===== src/rtl/fir_out_pkg.sv =====
// Shared types, default widths and constant helpers for the FIR output conditioner.
package fir_out_pkg;

    localparam int DEF_IN_W   = 32;
    localparam int DEF_OUT_W  = 16;
    localparam int DEF_SHIFT  = 7;
    localparam int DEF_SETTLE = 4;
    localparam int DEF_DEPTH  = 8;

    typedef enum logic [1:0] {
        S_IDLE,
        S_SETTLE,
        S_RUN
    } state_t;

    // Half-LSB bias added before the right shift so the shift rounds to nearest.
    function automatic logic [63:0] rnd_bias(input int shift);
        return 64'd1 << (shift - 1);
    endfunction

    function automatic logic [63:0] sat_max(input int w);
        return (64'd1 << w) - 64'd1;
    endfunction

endpackage


===== src/rtl/fir_out_fifo.sv =====
// Synchronous FIFO, DEPTH x W, combinational head read; DEPTH must be a power of 2 and >= 2.
module fir_out_fifo
    import fir_out_pkg::*;
#(
    parameter int W     = DEF_OUT_W,
    parameter int DEPTH = DEF_DEPTH
) (
    input  logic                   clk,
    input  logic                   reset_n,
    input  logic                   i_push,
    input  logic                   i_pop,
    input  logic [W-1:0]           i_wdata,
    output logic [W-1:0]           o_rdata,
    output logic                   o_full,
    output logic                   o_empty,
    output logic [$clog2(DEPTH):0] o_level,
    output logic                   o_push_ok,
    output logic                   o_drop
);

    localparam int AW = $clog2(DEPTH);

    logic [W-1:0]  r_mem [DEPTH];
    logic [AW-1:0] r_wr_ptr;
    logic [AW-1:0] r_rd_ptr;
    logic [AW:0]   r_level;
    logic          w_pop;

    assign o_empty   = (r_level == '0);
    assign o_full    = (r_level == (AW+1)'(DEPTH));
    assign o_level   = r_level;
    assign w_pop     = i_pop && !o_empty;
    // A pop in the same cycle frees the slot, so a push into a full FIFO still lands.
    assign o_push_ok = i_push && (!o_full || w_pop);
    assign o_drop    = i_push && o_full && !w_pop;
    assign o_rdata   = o_empty ? '0 : r_mem[r_rd_ptr];

    always_ff @(posedge clk or negedge reset_n) begin
        if (!reset_n) begin
            r_wr_ptr <= '0;
            r_rd_ptr <= '0;
            r_level  <= '0;
        end else begin
            if (o_push_ok) r_wr_ptr <= r_wr_ptr + 1'b1;
            if (w_pop)     r_rd_ptr <= r_rd_ptr + 1'b1;
            case ({o_push_ok, w_pop})
                2'b10:   r_level <= r_level + 1'b1;
                2'b01:   r_level <= r_level - 1'b1;
                default: r_level <= r_level;
            endcase
        end
    end

    always_ff @(posedge clk) begin
        if (o_push_ok) r_mem[r_wr_ptr] <= i_wdata;
    end

endmodule


===== src/rtl/fir_out_conditioner.sv =====
// FIR output conditioner: settle discard, round/rescale, saturate, decimate, FIFO out.
// Optional FIR_OUT_PEAK_EN adds a peak tracker on values written to the FIFO.
module fir_out_conditioner
    import fir_out_pkg::*;
#(
    parameter int IN_W   = DEF_IN_W,
    parameter int OUT_W  = DEF_OUT_W,
    parameter int SHIFT  = DEF_SHIFT,
    parameter int SETTLE = DEF_SETTLE,
    parameter int DEPTH  = DEF_DEPTH
) (
    input  logic                   clk,
    input  logic                   reset_n,
    input  logic                   enable,
    input  logic [3:0]             dec_factor,
    input  logic                   clear_flags,
    input  logic                   in_valid,
    input  logic [IN_W-1:0]        in_data,
    output logic                   out_valid,
    input  logic                   out_ready,
    output logic [OUT_W-1:0]       out_data,
    output logic [$clog2(DEPTH):0] level,
    output logic                   sat_flag,
    output logic                   ovf_flag,
    output logic [OUT_W-1:0]       peak_out
);

    localparam int SUM_W = IN_W + 1;
    localparam int SCW   = $clog2(SETTLE + 1);

    state_t           r_state;
    state_t           w_state_nxt;
    logic [SCW-1:0]   r_settle_cnt;
    logic [3:0]       r_phase;
    logic [3:0]       r_dec_cur;
    logic [3:0]       w_dec_new;
    logic             w_keep;

    logic [SUM_W-1:0] w_sum;
    logic [SUM_W-1:0] w_scaled;
    logic             w_sat;
    logic [OUT_W-1:0] w_y;

    logic             r_stg_vld;
    logic [OUT_W-1:0] r_stg_data;
    logic             r_stg_sat;
    logic             r_sat;
    logic             r_ovf;

    logic             w_empty;
    logic             w_full;
    logic             w_push_ok;
    logic             w_drop;

    always_comb begin
        w_state_nxt = r_state;
        case (r_state)
            S_IDLE:   if (enable) w_state_nxt = S_SETTLE;
            S_SETTLE: begin
                if (!enable)
                    w_state_nxt = S_IDLE;
                else if (in_valid && r_settle_cnt == SCW'(SETTLE - 1))
                    w_state_nxt = S_RUN;
            end
            S_RUN:    if (!enable) w_state_nxt = S_IDLE;
            default:  w_state_nxt = S_IDLE;
        endcase
    end

    always_ff @(posedge clk or negedge reset_n) begin
        if (!reset_n) begin
            r_state      <= S_IDLE;
            r_settle_cnt <= '0;
        end else begin
            r_state <= w_state_nxt;
            if (r_state != S_SETTLE)
                r_settle_cnt <= '0;
            else if (in_valid && enable)
                r_settle_cnt <= r_settle_cnt + 1'b1;
        end
    end

    // Decimation factor is latched only when a sample is kept, so changes apply at the wrap.
    assign w_dec_new = (dec_factor == 4'd0) ? 4'd1 : dec_factor;
    assign w_keep    = (r_state == S_RUN) && enable && in_valid && (r_phase == 4'd0);

    always_ff @(posedge clk or negedge reset_n) begin
        if (!reset_n) begin
            r_phase   <= '0;
            r_dec_cur <= 4'd1;
        end else if (r_state != S_RUN) begin
            r_phase   <= '0;
            r_dec_cur <= 4'd1;
        end else if (in_valid && enable) begin
            if (r_phase == 4'd0) begin
                r_dec_cur <= w_dec_new;
                r_phase   <= (w_dec_new == 4'd1) ? 4'd0 : 4'd1;
            end else begin
                r_phase   <= (r_phase + 4'd1 == r_dec_cur) ? 4'd0 : r_phase + 4'd1;
            end
        end
    end

    // One extra bit keeps the rounding add from wrapping at full-scale input.
    assign w_sum    = {1'b0, in_data} + SUM_W'(rnd_bias(SHIFT));
    assign w_scaled = w_sum >> SHIFT;
    assign w_sat    = (w_scaled > SUM_W'(sat_max(OUT_W)));
    assign w_y      = w_sat ? {OUT_W{1'b1}} : w_scaled[OUT_W-1:0];

    always_ff @(posedge clk or negedge reset_n) begin
        if (!reset_n) begin
            r_stg_vld  <= 1'b0;
            r_stg_data <= '0;
            r_stg_sat  <= 1'b0;
        end else begin
            r_stg_vld <= w_keep;
            if (w_keep) begin
                r_stg_data <= w_y;
                r_stg_sat  <= w_sat;
            end
        end
    end

    fir_out_fifo #(
        .W     (OUT_W),
        .DEPTH (DEPTH)
    ) u_fifo (
        .clk       (clk),
        .reset_n   (reset_n),
        .i_push    (r_stg_vld),
        .i_pop     (out_ready),
        .i_wdata   (r_stg_data),
        .o_rdata   (out_data),
        .o_full    (w_full),
        .o_empty   (w_empty),
        .o_level   (level),
        .o_push_ok (w_push_ok),
        .o_drop    (w_drop)
    );

    assign out_valid = !w_empty;

    // A new event in the same cycle as clear wins, so nothing is silently lost.
    always_ff @(posedge clk or negedge reset_n) begin
        if (!reset_n) begin
            r_sat <= 1'b0;
            r_ovf <= 1'b0;
        end else begin
            r_sat <= (r_sat && !clear_flags) || (r_stg_vld && r_stg_sat);
            r_ovf <= (r_ovf && !clear_flags) || w_drop;
        end
    end

    assign sat_flag = r_sat;
    assign ovf_flag = r_ovf;

`ifdef FIR_OUT_PEAK_EN
    logic [OUT_W-1:0] r_peak;

    always_ff @(posedge clk or negedge reset_n) begin
        if (!reset_n)
            r_peak <= '0;
        else if (clear_flags)
            r_peak <= w_push_ok ? r_stg_data : '0;
        else if (w_push_ok && r_stg_data > r_peak)
            r_peak <= r_stg_data;
    end

    assign peak_out = r_peak;
`else
    logic w_unused_full;
    assign w_unused_full = w_full ^ w_push_ok;
    assign peak_out      = '0;
`endif

endmodule


===== config.mk =====
export PLATFORM = sky130hd
export DESIGN_NAME = fir_out_conditioner
export DESIGN_NICKNAME = d
export VERILOG_FILES = /design/src/rtl/fir_out_pkg.sv /design/src/rtl/fir_out_fifo.sv /design/src/rtl/fir_out_conditioner.sv
export SDC_FILE = /design/constraint.sdc
export NUM_CORES = 1
export LEC_CHECK = 0
export BUFFER_PORTS_ARGS = -buffer_cell sky130_fd_sc_hd__buf_4
export CORE_ASPECT_RATIO = 0.7
export CORE_MARGIN = 5
export CORE_UTILIZATION = 60
export CTS_BUF_LIST = sky130_fd_sc_hd__clkbuf_8
export CTS_CLUSTER_SIZE = 14
export DETAILED_ROUTE_END_ITERATION = 12
export PLACE_DENSITY = 0.8
export SETUP_SLACK_MARGIN = 0.05
export SLEW_MARGIN = 25
export SYNTH_ARGS = -nofsm -noshare
export SYNTH_HDL_FRONTEND = slang
export SYNTH_SLANG_ARGS = --single-unit

===== constraint.sdc =====
create_clock -name clk -period 3 [get_ports clk]
set_input_delay 0.9 -clock clk [delete_from_list [all_inputs] [get_ports clk]]
set_output_delay 0.9 -clock clk [all_outputs]
set_load 0.01 [all_outputs]

==> results.sh <==
export IMPL_synth_compound_area_frac=0.0362
export IMPL_syn_cell_area_um2=7400
export IMPL_antenna_left=0
export IMPL_slew_viol_final=0
export IMPL_stdcell_count=742
export IMPL_ys_flop_type="edfxtp_1"
export IMPL_start_util=0.604
export IMPL_arrival_ns=2.05
export IMPL_io_pins=81
export IMPL_synth_area_mux_share=0.122
export IMPL_portBuffers=58
export IMPL_synth_common_cells="edfxtp_1 (128), nor2_1 (51), dfrtp_1 (42)"
export IMPL_worstSkewPairLatency_ns=0.45
export IMPL_async_flop_share=0.251
export IMPL_fin_crit_sh=0.982
export IMPL_die_x_um=143
export IMPL_status="finished, final reports clean"
export IMPL_rows=34
export IMPL_seq_area_frac_synth=0.665
export IMPL_cts_inserted_buffers=17
export IMPL_hold_viol_final=0
export IMPL_yosysTopAreaCell="edfxtp_1"
export IMPL_areaGrowthSynthToFinish_pct=15.7
export IMPL_cts_hold_buf=0
export IMPL_track_usage=0.210
export IMPL_synth_top_area_frac=0.519
export IMPL_grt_start_max_net_pins=44
export IMPL_final_nets=621
export IMPL_crit_start="u_fifo.r_rd_ptr[0]$_DFFE_PN0N_"
export IMPL_clkSlewWorstSetupHoldPaths_ns=0.09
export IMPL_via_per_inst=5.81
export IMPL_synth_cell_types=47
export IMPL_synth_edff_count=128
export IMPL_setup_viol=0
export IMPL_r2r_start="u_fifo.o_level[0]$_DFFE_PN0P_"
export IMPL_drtIter0Drc=285
export IMPL_max_freq_ghz=0.339
export IMPL_insertedDiodeCount=0
export IMPL_clock_sinks=171
export IMPL_skew_ns=0.0188
export IMPL_dp_cells=706
export IMPL_synth_top_family_by_area="multiplexers"
export IMPL_dp_hpwl_um=9550
export IMPL_crit_path_start_kind="flop"
export IMPL_hp_class="in2async"
export IMPL_drc_errors=0
export IMPL_slew_headroom=0.636
export IMPL_antenna_found_initial=0
export IMPL_p_leak_uw=0.00328
export IMPL_ys_ff_latch=171
export IMPL_ir_worst_vdd_v=0.000472
export IMPL_synthTopCellsByArea="edfxtp_1 (52%), dfrtp_1 (14%), mux4_2 (9.7%), nor2_1 (2.6%), mux2i_1 (2.3%)"
export IMPL_grt_pass1_wl_um=23000
export IMPL_worst_slack_ns=0.0525
export IMPL_cts_tree="done"
export IMPL_syn_area_per_cell_um2=15.3
export IMPL_synthAdderAreaFrac=0.0196
export IMPL_routed_wl_um=14800
export IMPL_layout_min_cycle_time_ns=2.95
export IMPL_firstDrtPassIters=4
export IMPL_root_buffer="clkbuf_8"
export IMPL_fp_coreArea_um2=12300
export IMPL_synth_simple_area_share=0.0850
export IMPL_maxCapViolations=0
export IMPL_grt_pass1_vias=4349
export IMPL_wl_per_cell_um=19.9
export IMPL_overflow=0
export IMPL_clk_path_buf_depth=2
export IMPL_power_uw=6230
export IMPL_pwr_density_cell_nw_per_um2=727
export IMPL_setup_tns_ns=0
export IMPL_drive_above_1_share=0.271
export IMPL_yosysWarnings=0
export IMPL_endpoint_kind="output port"
export IMPL_synthXorXnorAreaFrac=0.0379
export IMPL_yosys_cell_count_top_type="edfxtp_1"
export IMPL_syn_inst=485
export IMPL_required_ns=2.10
export IMPL_dp_slack_ns=0.165
export IMPL_path_max_fanout=6
export IMPL_worst_slew_pin_slew_ns=0.546
export IMPL_rsz0062_at_grt="true"
export IMPL_die_area_um2=14700
export IMPL_die_y_um=103
export IMPL_num_fill_cells=783
export IMPL_gp_congestion=0.915
export IMPL_critPathKind="reg2out"
export IMPL_finish_utilization=0.699
export IMPL_vias=4311
export IMPL_htreeDepth=4
-- sequential cells by signal (all words and copies together) (netlist names) --
register	cells
r_state	2
r_stg_sat	1
r_phase	4
u_fifo.o_level	4
u_fifo.r_wr_ptr	3
u_fifo.r_rd_ptr	3
r_settle_cnt	3
ovf_flag	1
u_fifo.r_mem	128
r_dec_cur	4
r_stg_data	16
r_stg_vld	1
sat_flag	1
-- area by class of cell --
cell class / instances / area (um^2) / share of cell area
clock buffer: 17 / 234 / 0.0273
clock inverter: 14 / 114 / 0.0133
inverter: 16 / 60.1 / 0.00701
multi-input combinational: 280 / 2310 / 0.270
sequential: 171 / 4920 / 0.575
tap: 162 / 203 / 0.0237
timing repair buffer: 82 / 722 / 0.0843
-- routing by layer --
| layer | vias up | track usage | wire length [um] |
|---|---|---|---|
| met1 | 2181 | 0.290 | 6400 |
| met4 | 0 | 0.0650 | 176 |
| li1 | 1962 | - | - |
| met3 | 17 | 0.0399 | 833 |
| met2 | 151 | 0.346 | 7390 |
| met5 | - | 0 | 0 |
-- worst max-delay path: stages (launching register included) --
cell and delay (ns):
dfrtp_2 0.40, buf_12 0.13, buf_12 0.13, mux4_2 0.54
mux2i_2 0.20, nor2_2 0.09, buf_6 0.12
-- stage by stage --
stage	hold WS (ns)	cell area (um^2)
after floorplan	0.442	7460
final	0.437	8570
after global routing	0.462	8570
after global placement	0.459	8090
after CTS	0.437	8440
after detailed placement	0.461	8090
-- layout by cell type (no fill, tap or decap), drive strengths merged, types with 3 or more instances in the layout --
| cell | count |
|---|---|
| nor3b | 3 |
| nor3 | 7 |
| nand4 | 6 |
| o22ai | 3 |
| edfxtp | 128 |
| a311oi | 4 |
| dfrtp | 42 |
| nor2 | 51 |
| buf | 79 |
| nor4 | 4 |
| clkbuf | 20 |
| nand2 | 24 |
| o21ai | 6 |
| mux4 | 32 |
| ha | 10 |
| nand3 | 11 |
| mux2i | 17 |
| clkinvlp | 3 |
| clkinv | 6 |
| nand2b | 5 |
| a21oi | 22 |
| and3 | 4 |
| conb | 16 |
| inv | 21 |
| a22o | 3 |
| xnor2 | 17 |
| xor2 | 15 |
-- cells by family after synthesis --
| logic type | count (synthesis) |
|---|---|
| compound gates | 43 |
| xor+xnor | 32 |
| fa+ha+maj | 11 |
| buf+inv | 49 |
| flops | 171 |
| mux | 50 |
| other cells | 1 |
| simple gates | 128 |
-- power by group --
part,switching (uW),internal (uW),leakage [uW],total (uW)
Clock,847,585,0.000168,1430
Combinational,927,1150,0.00135,2080
Sequential,115,2610,0.00176,2720
Total,1890,4340,0.00328,6230
-- path summary, 6_finish.rpt --
| kind | cells after the start | slack [ns] | to |
|---|---|---|---|
| worst max-delay path | 6 | 0.05 | out_data[5] |
| worst min-delay path | 1 | 0.44 | r_settle_cnt[2]$_DFFE_PN0P_ |
| worst max register to register | 11 | 0.61 | u_fifo.o_level[3]$_DFFE_PN0P_ |
| worst min register to register | 2 | 0.47 | r_dec_cur[0]$_DFFE_PN1P_ |
| max in group asynchronous | 1 | 2.16 | u_fifo.r_rd_ptr[0]$_DFFE_PN0N_ |
| min in group clk | 2 | 0.47 | r_dec_cur[0]$_DFFE_PN1P_ |
-- timing repair --
item / 4_1_cts / 5_1_grt
setup endpoints to repair: 8 / 15
setup buffers: 0 / 2
pin swaps: 0 / 3
gates cloned: 0 / 3
resized for setup: 1 / 7
No activity file was read; power rests on OpenSTA's default activity.
